$ cat src/rtl/guess_entry.sv
`default_nettype none
// ============================================================================
// Module      : guess_entry
// Description : Gathers key events into a 3-digit guess, checks it, and
//               issues it to the game controller.
// Revision    : 1.0 - initial release
// ============================================================================
module guess_entry #(
    parameter int ERR_CYCLES       = 25_000_000,
    parameter bit REQUIRE_DISTINCT = 1'b1
) (
    input  logic       clk,
    input  logic       reset,
    input  logic       key_valid,
    input  logic [4:0] key_code,
    output logic [3:0] num1,
    output logic [3:0] num2,
    output logic [3:0] num3,
    output logic       num_rdy,
    output logic [3:0] ent1,
    output logic [3:0] ent2,
    output logic [3:0] ent3,
    output logic [1:0] entry_cnt,
    output logic       err,
    output logic [7:0] guess_cnt
);

    localparam logic [1:0] S_ENTRY = 2'd0;
    localparam logic [1:0] S_CHECK = 2'd1;
    localparam logic [1:0] S_ISSUE = 2'd2;
    localparam logic [1:0] S_ERROR = 2'd3;

    localparam logic [4:0] KEY_ENTER = 5'h10;
    localparam logic [4:0] KEY_BKSP  = 5'h11;
    localparam logic [4:0] KEY_CLEAR = 5'h12;

    localparam int             TW       = $clog2(ERR_CYCLES + 1);
    localparam logic [TW-1:0]  TMR_LAST = TW'(ERR_CYCLES - 1);

    logic [1:0]    state_q, state_d;
    logic [3:0]    ent_q [3];
    logic [3:0]    ent_d [3];
    logic [3:0]    num_q [3];
    logic [3:0]    num_d [3];
    logic [1:0]    cnt_q, cnt_d;
    logic          rdy_q, rdy_d;
    logic          err_q, err_d;
    logic [7:0]    gcnt_q, gcnt_d;
    logic [TW-1:0] tmr_q, tmr_d;

    logic w_is_digit;
    logic w_dup;

    assign w_is_digit = (key_code <= 5'd9);
    assign w_dup      = (ent_q[0] == ent_q[1]) | (ent_q[0] == ent_q[2]) |
                        (ent_q[1] == ent_q[2]);

    always_comb begin
        state_d = state_q;
        ent_d   = ent_q;
        num_d   = num_q;
        cnt_d   = cnt_q;
        gcnt_d  = gcnt_q;
        tmr_d   = tmr_q;

        case (state_q)
            S_ENTRY: begin
                if (key_valid) begin
                    if (w_is_digit) begin
                        if (cnt_q != 2'd3) begin
                            for (int i = 0; i < 3; i++) begin
                                if (cnt_q == 2'(i)) ent_d[i] = key_code[3:0];
                            end
                            cnt_d = cnt_q + 2'd1;
                        end
                    end else if (key_code == KEY_BKSP) begin
                        if (cnt_q != 2'd0) begin
                            for (int i = 0; i < 3; i++) begin
                                if (cnt_q == 2'(i + 1)) ent_d[i] = 4'd0;
                            end
                            cnt_d = cnt_q - 2'd1;
                        end
                    end else if (key_code == KEY_CLEAR) begin
                        for (int i = 0; i < 3; i++) ent_d[i] = 4'd0;
                        cnt_d = 2'd0;
                    end else if (key_code == KEY_ENTER) begin
                        tmr_d   = '0;
                        state_d = (cnt_q == 2'd3) ? S_CHECK : S_ERROR;
                    end
                end
            end
            S_CHECK: begin
                if (REQUIRE_DISTINCT && w_dup) begin
                    tmr_d   = '0;
                    state_d = S_ERROR;
                end else begin
                    // Commit happens on entry to ISSUE so num_rdy and num1..3 line up
                    num_d = ent_q;
                    for (int i = 0; i < 3; i++) ent_d[i] = 4'd0;
                    cnt_d = 2'd0;
                    if (gcnt_q != 8'hFF) gcnt_d = gcnt_q + 8'd1;
                    state_d = S_ISSUE;
                end
            end
            S_ISSUE: begin
                state_d = S_ENTRY;
            end
            default: begin
                if (tmr_q == TMR_LAST) begin
                    tmr_d   = '0;
                    state_d = S_ENTRY;
                end else begin
                    tmr_d = tmr_q + 1'b1;
                end
            end
        endcase

        rdy_d = (state_d == S_ISSUE);
        err_d = (state_d == S_ERROR);
    end

    always_ff @(posedge clk) begin
        if (reset) begin
            state_q <= S_ENTRY;
            for (int i = 0; i < 3; i++) begin
                ent_q[i] <= 4'd0;
                num_q[i] <= 4'd0;
            end
            cnt_q  <= 2'd0;
            rdy_q  <= 1'b0;
            err_q  <= 1'b0;
            gcnt_q <= 8'd0;
            tmr_q  <= '0;
        end else begin
            state_q <= state_d;
            ent_q   <= ent_d;
            num_q   <= num_d;
            cnt_q   <= cnt_d;
            rdy_q   <= rdy_d;
            err_q   <= err_d;
            gcnt_q  <= gcnt_d;
            tmr_q   <= tmr_d;
        end
    end

    assign num1      = num_q[0];
    assign num2      = num_q[1];
    assign num3      = num_q[2];
    assign num_rdy   = rdy_q;
    assign ent1      = ent_q[0];
    assign ent2      = ent_q[1];
    assign ent3      = ent_q[2];
    assign entry_cnt = cnt_q;
    assign err       = err_q;
    assign guess_cnt = gcnt_q;

endmodule
`default_nettype wire

$ cat config.mk
export PLATFORM = sky130hd
export DESIGN_NAME = guess_entry
export DESIGN_NICKNAME = d
export VERILOG_FILES = /design/src/rtl/guess_entry.sv
export SDC_FILE = /design/constraint.sdc
export NUM_CORES = 1
export LEC_CHECK = 0
export CAP_MARGIN = 10
export CORE_AREA = 4 4 80 82
export DETAILED_ROUTE_END_ITERATION = 16
export DIE_AREA = 0 0 84 86
export PLACE_DENSITY = 0.83
export SLEW_MARGIN = 20
export SYNTH_ARGS = -nofsm -noshare
export SYNTH_HDL_FRONTEND = slang
export SYNTH_SLANG_ARGS = --single-unit
$ cat constraint.sdc
create_clock -name clk -period 3.45 [get_ports clk]
set_input_delay 0.5175 -clock clk [delete_from_list [all_inputs] [get_ports clk]]
set_output_delay 0.5175 -clock clk [all_outputs]
set_load 0.01 [all_outputs]
==> results of run 1 <==
[registers in the layout, indices dropped and copies added (netlist names), 4 cells and up]
| signal | cells |
|---|---|
| tmr_q | 25 |
| ent3 | 4 |
| ent2 | 4 |
| num1 | 4 |
| guess_cnt | 8 |
| num2 | 4 |
| num3 | 4 |
| ent1 | 4 |
[metrics by stage]
step	setup slack [ns]	power [mW]	util, %	hold slack [ns]	area, µm²
floorplan	1.24	0.816	-	0.442	3300
global placement	0.457	0.852	66.3	0.445	3810
detailed placement	0.371	0.854	66.3	0.453	3810
CTS	0.724	1.48	69.7	0.464	4010
global route	0.562	1.53	69.7	0.483	4010
finish	0.689	1.48	69.7	0.464	4010
[worst paths after layout]
kind / slack, ns / end
max: 0.69 / tmr_q[16]
min: 0.46 / num1[3]
max reg2reg: 0.96 / tmr_q[16]
min reg2reg: 0.46 / num1[3]
[metal layers]
layer  vias to the layer above  share of wire, %
li1                       1532                 -
met1                      1521                44
met2                        88                50
met3                        11               4.1
met4                         0               1.5
met5                         -                 0
[worst max-delay path, cell delays in order]
cell	delay, ns
sky130_fd_sc_hd__clkdlybuf4s50_1	0.67
sky130_fd_sc_hd__and4bb_2	0.32
sky130_fd_sc_hd__a21oi_2	0.18
sky130_fd_sc_hd__or4_1	0.67
sky130_fd_sc_hd__or4_1	0.52
sky130_fd_sc_hd__a21oi_1	0.16
[Yosys cell counts (3+ instances only)]
library cell,n,area [µm²]
sky130_fd_sc_hd__a21oi_1,42,210
sky130_fd_sc_hd__a31o_2,3,26.3
sky130_fd_sc_hd__and3_1,7,43.8
sky130_fd_sc_hd__and4_1,4,35.0
sky130_fd_sc_hd__buf_2,7,35.0
sky130_fd_sc_hd__clkbuf_1,11,41.3
sky130_fd_sc_hd__dfxtp_1,63,1260
sky130_fd_sc_hd__ha_1,6,75.1
sky130_fd_sc_hd__inv_1,11,41.3
sky130_fd_sc_hd__mux2i_1,14,140
sky130_fd_sc_hd__nand2_1,52,195
sky130_fd_sc_hd__nand2b_1,17,106
sky130_fd_sc_hd__nand3_1,14,70.1
sky130_fd_sc_hd__nand3b_1,4,30.0
sky130_fd_sc_hd__nand4_1,7,43.8
sky130_fd_sc_hd__nand4b_1,4,35.0
sky130_fd_sc_hd__nor2_1,14,52.6
sky130_fd_sc_hd__nor3_1,6,30.0
sky130_fd_sc_hd__nor4_1,4,25.0
sky130_fd_sc_hd__o21ai_0,7,35.0
sky130_fd_sc_hd__o21ai_1,3,15.0
sky130_fd_sc_hd__o31ai_1,14,105
sky130_fd_sc_hd__o32ai_1,4,35.0
sky130_fd_sc_hd__o41ai_1,4,35.0
sky130_fd_sc_hd__or3_1,7,43.8
sky130_fd_sc_hd__or4_1,12,90.1
sky130_fd_sc_hd__xnor2_1,10,87.6
sky130_fd_sc_hd__xor2_1,5,43.8
[cell type report]
cell class / instances / area (µm²)
clock inverter: 7 / 72.6
tap: 75 / 93.8
clock buffer: 9 / 124
timing repair buffer: 50 / 483
fill: 484 / 1740
multi-input combinational: 298 / 1930
sequential: 63 / 1260
inverter: 11 / 41.3
[report_power, final]
part / switching (mW) / internal, mW
Clock: 0.309 / 0.334
Combinational: 0.0569 / 0.0436
Sequential: 0.00736 / 0.731
[cells by family (layout without fill, tap and decap cells)]
family | count (synthesis) | count (layout) | synth area share (%)
flip-flops | 63 | 63 | 38.2
XOR/XNOR | 15 | 15 | 3.98
adder cells (fa/ha/maj) | 6 | 6 | 2.27
multiplexers | 16 | 16 | 4.92
AND/OR/NAND/NOR | 165 | 165 | 27.8
AO/OA/AOI/OAI | 96 | 96 | 19.2
buffers and inverters | 29 | 77 | 3.56
==> results.txt, run 1 <==
- Global routing met3 resource utilization: 4.61%
- In this run the post-CTS setup repair buffer count came out at 0.
- Synth unique cells: 54
- I/O pin count: 44
- Worst-case clock skew: 0.0150 ns
- Fin crit share: 80.0%
- Pin count of the biggest net entering global routing: 27
- Antenna fix cells: 0
- For this design the static power due to leakage is 1.36 nW.
- After the first detailed-routing iteration, the DRC count stood at about 240.
- The run finished with clean final reports.
- Power per cell area: approximately 370 nW/µm²
- Commonest cells after routing, fill and taps aside: 63 x sky130_fd_sc_hd__dfxtp_1, 52 x sky130_fd_sc_hd__nand2_1, 43 x sky130_fd_sc_hd__clkdlybuf4s50_1
* Nature of the critical path endpoint: flop
* Core Rows: 28
- Met2 Resource Use GR: between 40% and 50%
* Share of cells above drive strength 1: 9.13%
- Critical-path maximum fanout: 15
- Once the floorplan was initialized, standard cells occupied ~57% of the core.
* Count of buffers from port buffering: 43
* TritonCTS clock tree: done
* Number of cells in the design after placement: 497
- Global routing used ~28% of the available met1 tracks.
- Count of cells along the worst register-to-register path: 6
- The count of cells in the finished layout, fillers not included, comes to 513.
* Number of detailed-routing iterations run before antenna repair: 5
* Nets: around 450
* Post-detailed-route via-to-cell ratio: 6.14
- After clock tree synthesis, the flow added hold-fix buffers numbering 0.
- Global routing finished with a remaining overflow of 0.
- Final-report hold violation count: 0
* Hold Path Class: reg2reg
- Die width: 84 µm
- Yosys reg bits: 63
- Most utilized layer in the global route result: met2
- Warning count from the yosys run: 0
- Max Fclk: 362 MHz
* Clock transition at the register clock pins on the worst setup and hold paths after CTS: 0.08 ns
- The startpoint identified for the worst register-to-register timing path is ent3[2].
- Setup violators final: 0
- The first global-routing pass estimated 13900 µm of wire.
- Mapped Avg Cell Area: 8.47 µm²
- Once detailed placement completed, the half-perimeter wirelength came to 5750 µm.
- Critical Path Start: key_code[4]
- After detailed routing, the number of remaining DRC violations is 0.
- Routed wire length: 8180 µm
* Worst-Skew Late Latency: 0.35 ns
- Most common cell after layout, fill and taps aside: sky130_fd_sc_hd__dfxtp_1
* GPL Wtd Cong: 0.859
* Net count after synthesis: 404
- STA puts the critical path data arrival time at 3.04 ns.
- Counting instances, the worst hold path has a depth of 2.
* Clock sinks: 63
- Largest buffer count on any clock path: 2
- The die covers 7220 µm².
* Worst rel slew slack: 27.6%
* Setup repair after global routing missed its margin: no
- Initial antenna violation count: 0
- Global routing consumed, over all layers together, 23.3% of the routing resources.
- Depth of the CTS H-tree: 3
- Number of buffers inserted during clock tree synthesis: 9
* Leading register cell type out of synthesis: sky130_fd_sc_hd__dfxtp_1
- The final route contains ~3200 vias.
- After synthesis the cells add up to 3300 µm².
- Number of global-route vias before repair: 3006
- STA classifies the critical path startpoint as a primary input.
* Total negative setup slack: 0 ns
- Max IR drop VDD: 0.256 mV
* Part of the Yosys area used for sequential elements: between 30% and 40%
* Synth-to-Final Area Change: 21.3%
- Post-CTS Resized: 0
- The clock period could shrink to 2.76 ns.
- Once detail routing completed, the nets flagged for antenna violations numbered 0.
- Kind of critical path: in2reg
- STA puts the critical path data required time at between 3 and 4 ns.
* Final Max Slew Viols: 0
- Post-synth ARST share: 0%
- Worst hold start: num1[3]
* Number of enable-type register cells in the synthesized netlist: 0
- Mapped Cells: 390
- In this run the standard cell core region covers approximately 5700 µm².
- Worst Max-Slew Pin Slew: ~1.1 ns
- Die outline height: 86 µm
- Wire length per cell: approximately 16 µm
- The cell sitting at the root of the clock tree is a sky130_fd_sc_hd__clkbuf_8.
- Across the run, the number of max-cap violations was 0.
(Power assumes the default switching activity.)
==> run 2: changes to the inputs <==
- CORE_AREA: 4 4 80 82 -> 4 4 87 89
- DIE_AREA: 0 0 84 86 -> 0 0 91 93
- PLACE_DENSITY: 0.83 -> 0.75
- clock period: 3.45 -> 2.49 ns (I/O delays scaled with it)
==> results.txt, run 2 (synthesized netlist as in run 1, its figures left out) <==
- Run status: completed (unchanged)
- The instance area after placement came to 4020 µm² (was 3810 µm²).
* Area of the placeable core: 6760 µm² (was 5750 µm²)
- Worst Max-Slew Pin Slew: 0.804 ns (was 1.08 ns)
- The clock period could shrink to 2.37 ns.
- The share of power burned in registers was 48.6% (was 49.8%).
- Max-cap violation count: 0 (unchanged)
- Nets: 472 (was 447)
- The startpoint of the lowest-slack register-to-register path is ent1[3] (was ent3[2]).
* Reg-to-reg setup timing slack: 0.12 ns (was 0.96 ns)
- The switching share of power was 25.9% (was 25.2%).
* Clock transition at the register clock pins on the worst setup and hold paths after CTS: 0.08 ns (about the same)
- Most common cell after layout, fill and taps aside: sky130_fd_sc_hd__dfxtp_1 (unchanged)
- Net switching power: 545 µW (was 373 µW)
- The number of cells traversed by the worst hold path came to 2 (unchanged).
- The number of buffers on the longest clock path came to 2 (unchanged).
- TritonCTS clock tree: done (unchanged)
- The worst min-delay path category was reg2reg (unchanged).
- The total internal power came to 1.56 mW (was 1.11 mW).
- The final weighted congestion in routability-driven placement came to 0.863 (was 0.859).
- Required time worst endpoint: 2.79 ns (was 3.72 ns)
- The number of global-route vias before repair came to 3101 (was 3006).
- Arrival @ worst endpoint: 2.67 ns (was 3.04 ns)
* Routed wire length: 8470 µm (was 8180 µm)
- The count of nets left with antenna violations after detail routing came to 0 (unchanged).
- The DRC violation total after the first TritonRoute iteration was 203 (was 235).
* Top register by number of flip-flops: tmr_q (unchanged)
- Cts-stage hold buffer count: 0 (unchanged)
* Endpoint of the worst hold-timing path: num3[1] (was num1[3])
- Die width: 91 µm (was 84 µm)
- The ratio of total power to cell area was 497 nW/µm² (was 370 nW/µm²).
* Number of buffers inserted during clock tree synthesis: 9 (unchanged)
- Share of total power in combinational logic: 7.6% (was 6.8%)
- The average wire per standard cell came to 15.6 µm (was 16.0 µm).
- The maximum VDD drop came to 0.309 mV (was 0.256 mV).
- Count of cells along the worst register-to-register path: 6 (unchanged)
- Initial antenna violation count: 0 (unchanged)
* Overall Power: 2.10 mW (was 1.48 mW)
- The first-pass iteration count of the detailed router was 5 (unchanged).
- Commonest cells after routing, fill and taps aside: 63 x sky130_fd_sc_hd__dfxtp_1, 52 x sky130_fd_sc_hd__nand2_1, 43 x sky130_fd_sc_hd__clkdlybuf4s50_1 (unchanged).
* Wire length of the first global-routing pass: 14200 µm (was 13900 µm)
- The top-level I/O count came to 44 (unchanged).
- Count of buffers from port buffering: 43 (unchanged)
- The maximum number of pins on one net before global-route repair came to 22 (was 27).
- The via count came to 3207 (was 3152).
- The kind of end point of the critical path was a flop (unchanged).
* Worst-case clock skew: 0.0123 ns (was 0.0150 ns)
- The antenna diode count is 0 (unchanged).
* Setup repair after global routing missed its margin: no (unchanged)
- The static leakage came to 1.50 nW (was 1.36 nW).
* Root Buffer Master: sky130_fd_sc_hd__clkbuf_8 (unchanged)
- The utilization after layout was 62.7% (was 69.7%).
- The buffer count from post-CTS setup fixing is 0 (unchanged).
* Number of flip-flops under the largest register name: 25 (unchanged)
- Final-report hold violation count: 0 (unchanged)
- The layout cell share with drive strength beyond 1 was 14.3% (was 9.13%).
- Total negative setup slack: 0 ns (unchanged)
- Die Area: 8460 µm² (was 7220 µm²)
* Synth-to-Final Area Change: 28.3% (was 21.3%)
- The count of placed standard cells including taps is 527 (was 497).
- Worst hold start: num3[1] (was num1[3])
- Initial Utilization: 48.9% (was 57.5%)
- Clock sinks: 63 (unchanged)
- The fill cell total of the finished layout came to 579 (was 484).
* End of the worst register-to-register path: tmr_q[24] (was tmr_q[16])
- The vertical die dimension is 93 µm (was 86 µm).
- The number of vias per cell after detailed routing came to 5.91 (was 6.14).
* Worst rel slew slack: 46.1% (was 27.6%)
* DPL Wire Length: 6140 µm (was 5750 µm)
- The number of cells in the finished layout apart from fillers was 543 (was 513).
- The part of the total power dissipated in the clock network came to 43.8% (was 43.4%).
* Cells along the critical path: xor2_1 -> o41ai_4 -> o31ai_2 -> o21bai_1 -> buf_4 -> o21ba_2 (was clkdlybuf4s50_1 -> and4bb_2 -> a21oi_2 -> or4_1 -> or4_1 -> a21oi_1)
- Kind of critical path: reg2reg (was in2reg)
- Critical-path maximum fanout: 11 (was 15)
* Worst-Skew Late Latency: 0.35 ns (about the same)
- Finished Cell Area: 4240 µm² (was 4010 µm²)
- In the finished design, the share of the clock period the worst path needs comes to 95.2%.
* Critical path's slowest cell: sky130_fd_sc_hd__o31ai_2 (was sky130_fd_sc_hd__clkdlybuf4s50_1)
- Kind of launch point of the worst setup path: flop (was primary input)
- The number of max-slew violations in the final report was 0 (unchanged).
- The overall overflow remaining after global route came to 0 (unchanged).
- The number of remaining DRC errors was 0 (unchanged).
- The number of placement rows was 30 (was 28).
- The stage delay of the slowest cell on the critical path is 0.68 ns (was 0.67 ns).
* Post-CTS Resized: 0 (unchanged)
- Setup violators final: 0 (unchanged)
- The level count of the clock H-tree was 3 (unchanged).
- Max Fclk: ~420 MHz
* Tot GR Track Use: 20.4% (was 23.3%)
==> run 2: cell count changes in the layout (fill, tap and decap cells not counted) <==
cell,previous run,this run
sky130_fd_sc_hd__buf_4,7,31
sky130_fd_sc_hd__o41ai_4,0,1
sky130_fd_sc_hd__inv_6,1,2
sky130_fd_sc_hd__o41ai_2,1,0
sky130_fd_sc_hd__nor4_2,0,1
sky130_fd_sc_hd__clkinv_4,1,2
sky130_fd_sc_hd__nor4_1,4,3
sky130_fd_sc_hd__clkinv_2,2,0
sky130_fd_sc_hd__buf_12,0,1
==> run 2: worst max path at each step <==
| stage | start | cells after the start | to | slack (ns) |
|---|---|---|---|---|
| detailed placement | key_code[0] | 6 | tmr_q[19] | -0.14 |
| CTS | ent1[3] | 5 | guess_cnt[5] | 0.17 |
| floorplan | key_code[0] | 6 | tmr_q[16] | 0.42 |
| global route | ent1[3] | 6 | tmr_q[24] | 0.01 |
| finish | ent1[3] | 6 | tmr_q[24] | 0.12 |
| global placement | key_code[0] | 6 | tmr_q[19] | -0.07 |
==> run 2: critical path, delay by kind of cell, from the launching register on <==
kind / cells / cell delay, ns
DFF: 1 / 0.48
xor gates and xnor gates: 1 / 0.34
AOI/OAI and AO/OA: 4 / 1.28
buffers and inverters: 1 / 0.22
==> run 2: through the flow <==
stage | setup slack (ns) | hold slack (ns)
finish | 0.119 | 0.458
global route | 0.0128 | 0.476
CTS | 0.167 | 0.460
detailed placement | -0.145 | 0.447
global placement | -0.0709 | 0.444
floorplan | 0.425 | 0.442
==> run 2: power groups by stage <==
| stage | combinational [mW] | clock, mW | sequential, mW |
|---|---|---|---|
| final | 0.160 | 0.923 | 1.02 |
| after global routing | 0.173 | 0.982 | 1.02 |
| after CTS | 0.158 | 0.938 | 1.02 |
| after detailed placement | 0.157 | 0 | 1.05 |
| after global placement | 0.155 | 0 | 1.05 |
| after floorplan | 0.0848 | 0 | 1.05 |
==> run 2: layer usage <==
layer,vias up,global-route usage (%),share of wire [%]
met4,0,7.54,1.6
met1,1531,25.2,44
met5,-,0,0
li1,1573,-,-
met2,89,35.2,50
met3,14,4.34,4.0
==> run 2: cell type report <==
cell class | count | area (µm²) | area share (%)
Sequential cell | 63 | 1260 | 29.8
Multi-Input combinational cell | 298 | 1950 | 46.0
Inverter | 11 | 41.3 | 0.974
Tap cell | 80 | 100 | 2.36
Clock inverter | 7 | 80.1 | 1.89
Clock buffer | 9 | 124 | 2.92
Timing Repair Buffer | 75 | 683 | 16.1
==> run 3: changes to the inputs <==
- CORE_AREA: 4 4 87 89 -> 4 4 80 82
- DIE_AREA: 0 0 91 93 -> 0 0 84 86
- PLACE_DENSITY: 0.75 -> 0.83
- clock period: 2.49 -> 2.9 ns (I/O delays scaled with it)
==> results.txt, run 3 (synthesized netlist as in run 1, its figures left out) <==
- The number of gates resized after cts was 0 (unchanged).
- Routed wire length: 8180 µm (was 8470 µm)
- The flip-flop count of the largest register after layout was 25 (unchanged).
- The detailed route wirelength on metal3 was 391 µm (was 340 µm).
- The slew at the pin with the worst max-slew slack came to 0.933 ns (was 0.804 ns).
- Number of vias after detailed routing: 3188 (was 3207)
- Period minus WS final: 2.53 ns
* Die Area: 7220 µm² (was 8460 µm²)
* Final critical-path setup slack: 0.373 ns (was 0.119 ns)
* Kind of critical path: in2reg (was reg2reg)
- Critical-path maximum fanout: 6 (was 11)
* Cells along the critical path: clkdlybuf4s50_1 -> or4b_2 -> o32ai_1 -> o21ai_0 -> o21ai_1 -> mux2i_1 (was xor2_1 -> o41ai_4 -> o31ai_2 -> o21bai_1 -> buf_4 -> o21ba_2)
* Endpoint of the worst hold-timing path: num1[3] (was num3[1])
* Number of cells traversed by the worst hold path: 2 (unchanged)
* Kind of launch point of the worst setup path: primary input (was flop)
- The initial core utilization was 57.5% (was 48.9%).
- Wire length of the first global-routing pass: 13500 µm (was 14200 µm)
- The average wire per standard cell came to 15.8 µm (was 15.6 µm).
* Power per cell area: 490 nW/µm² (was 497 nW/µm²)
* Post-CTS Repair Setup Buffers: 0 (unchanged)
- The hold buffer count at CTS came to 0 (unchanged).
- Max Fclk: 396 MHz
- The detailed placer's ending HPWL came to 5680 µm (was 6140 µm).
* Overflow left after global routing: 0 (unchanged)
- Nature of the critical path endpoint: flop (unchanged)
- Top register by number of flip-flops: tmr_q (unchanged)
- R2R Path Start: ent1[2] (was ent1[3])
- I/O pin count: 44 (unchanged)
- Depth of the CTS H-tree: 3 (unchanged)
- The number of buffers and inverters on the critical path is 1 (unchanged).
* Setup repair after global routing missed its margin: no (unchanged)
* Die width: 84 µm (was 91 µm)
* Area of the placeable core: 5750 µm² (was 6760 µm²)
* Post-detailed-route via-to-cell ratio: 6.14 (was 5.91)
- Synth-to-Final Area Change: 24.8% (was 28.3%)
* Setup slack at placement: 0.0981 ns (was -0.145 ns)
* Reg-to-reg setup timing slack: 0.44 ns (was 0.12 ns)
* Share of cells above drive strength 1: 10.4% (was 14.3%)
- Max IR drop VDD: 0.452 mV (was 0.309 mV)
- The number of maximum-capacitance constraint violations is 0 (unchanged).
- The worst min-delay path category is reg2reg (unchanged).
- Required time worst endpoint: 3.16 ns (was 2.79 ns)
* Number of global-route vias before repair: 2974 (was 3101)
* Leakage power figure: 1.43 nW (was 1.50 nW)
- Of the available clock period, the critical path in the final layout requires 87.1%.
* Tot GR Track Use: 22.9% (was 20.4%)
* Worst rel slew slack: 37.3% (was 46.1%)
- Antenna fix cells: 0 (unchanged)
* Pin count of the biggest net entering global routing: 26 (was 22)
- The clock-pin slew reported for the worst setup and hold paths after clock tree synthesis is 0.07 ns (was 0.08 ns).
* Most common cell after layout, fill and taps aside: sky130_fd_sc_hd__dfxtp_1 (unchanged)
- Setup violators final: 0 (unchanged)
- GPL Wtd Cong: 0.875 (was 0.863)
- Count of cells along the worst register-to-register path: 6 (unchanged)
* End of the worst register-to-register path: tmr_q[9] (was tmr_q[24])
* Top routing layer used: met4 (unchanged)
- Initial antenna violation count: 0 (unchanged)
- Run status: completed (unchanged)
- Root Buffer Master: sky130_fd_sc_hd__clkbuf_8 (unchanged)
* Count of buffers from port buffering: 43 (unchanged)
- The vertical die dimension came to 86 µm (was 93 µm).
* TritonCTS clock tree: done (unchanged)
- Detailed-route DRC error count: 0 (unchanged)
- Arrival @ worst endpoint: 2.79 ns (was 2.67 ns)
- The standard cell with the maximum stage delay on the critical path was sky130_fd_sc_hd__or4b_2 (was sky130_fd_sc_hd__o31ai_2).
- The first-pass iteration count of the detailed router was 6 (was 5).
- Number of buffers inserted during clock tree synthesis: 9 (unchanged)
- Final-report hold violation count: 0 (unchanged)
- Utilization after layout: 71.8% (was 62.7%)
- Total negative setup slack: 0 ns (unchanged)
- The stage delay of the slowest cell on the critical path was 0.80 ns (was 0.68 ns).
- Iter 0 DRT Violations: 256 (was 203)
* Residual antenna-violating net count after detailed routing: 0 (unchanged)
- Length of routed wiring on met1: 3550 µm (was 3740 µm)
- Worst hold start: num1[3] (was num3[1])
- The number of max-slew violations in the final report is 0 (unchanged).
- Clock sinks: 63 (unchanged)
* Crit path max-delay family: compound AO/OA/AOI/OAI gates (unchanged)
* Commonest cells after routing, fill and taps aside: 63 x sky130_fd_sc_hd__dfxtp_1, 52 x sky130_fd_sc_hd__nand2_1, 43 x sky130_fd_sc_hd__clkdlybuf4s50_1 (unchanged)
- The wire length on met2 was 4070 µm (was 4250 µm).
- Worst-Skew Late Latency: 0.34 ns (was 0.35 ns)
- Nets: 453 (was 472)
* Core Rows: 28 (was 30)
- The number of buffers on the longest clock path is 2 (unchanged).
- Overall Power: 2.02 mW (was 2.10 mW)
- Filler Cell Count: 454 (was 579)
- The final setup skew came to 0.00774 ns (was 0.0123 ns).
## run 3: cell count changes in the layout (fill, tap and decap cells not counted)
cell,change
sky130_fd_sc_hd__buf_12,-1
sky130_fd_sc_hd__buf_4,-18
sky130_fd_sc_hd__bufinv_16,+3
sky130_fd_sc_hd__clkinvlp_4,-1
sky130_fd_sc_hd__inv_6,-2
sky130_fd_sc_hd__nor4_1,+1
sky130_fd_sc_hd__nor4_2,-1
sky130_fd_sc_hd__o41ai_2,+1
sky130_fd_sc_hd__o41ai_4,-1
## run 3: how the worst max path moves through the flow
stage | end | startpoint | slack [ns] | cells after the start
2_1_floorplan | tmr_q[16] | key_code[0] | 0.77 | 6
3_3_place_gp | ent3[2] | key_code[1] | 0.20 | 6
3_5_place_dp | ent1[1] | key_code[1] | 0.1 | 6
4_1_cts | ent3[3] | key_code[1] | 0.44 | 6
5_1_grt | tmr_q[4] | ent1[2] | 0.23 | 6
6_report | ent3[3] | key_code[3] | 0.37 | 6
## run 3: power by group
part           internal, mW  switching, mW
sequential            0.870        0.00797
clock                 0.661          0.362
combinational        0.0539         0.0684
total                  1.58          0.438
## run 3: cell type report
class / count / area, µm² / area share (%)
clock buffer: 9 / 124 / 3.00
clock inverter: 7 / 145 / 3.52
inverter: 11 / 41.3 / 1.00
multi-input combinational: 298 / 1930 / 46.8
sequential: 63 / 1260 / 30.6
tap: 75 / 93.8 / 2.28
timing repair buffer: 56 / 528 / 12.8
## run 3: worst min-delay path: cells and delay by family, from the launching register on
family	cells	cell delay, ns
AND/OR/NAND/NOR	1	0.05
AO/OA/AOI/OAI	1	0.05
flip-flops	1	0.31
## run 3: per-stage QoR
stage | instances | cell area [µm²] | hold slack [ns]
2_1_floorplan | 390 | 3300 | 0.442
3_3_place_gp | 503 | 3850 | 0.444
3_5_place_dp | 503 | 3850 | 0.447
4_1_cts | 519 | 4120 | 0.461
5_1_grt | 519 | 4120 | 0.490
6_report | 519 | 4120 | 0.458
## run 3: per-layer routing
metal | vias up | track usage [%]
li1 | 1540 | -
met1 | 1532 | 27.9
met2 | 100 | 38.9
met3 | 16 | 4.42
met4 | 0 | 11.1
met5 | - | 0
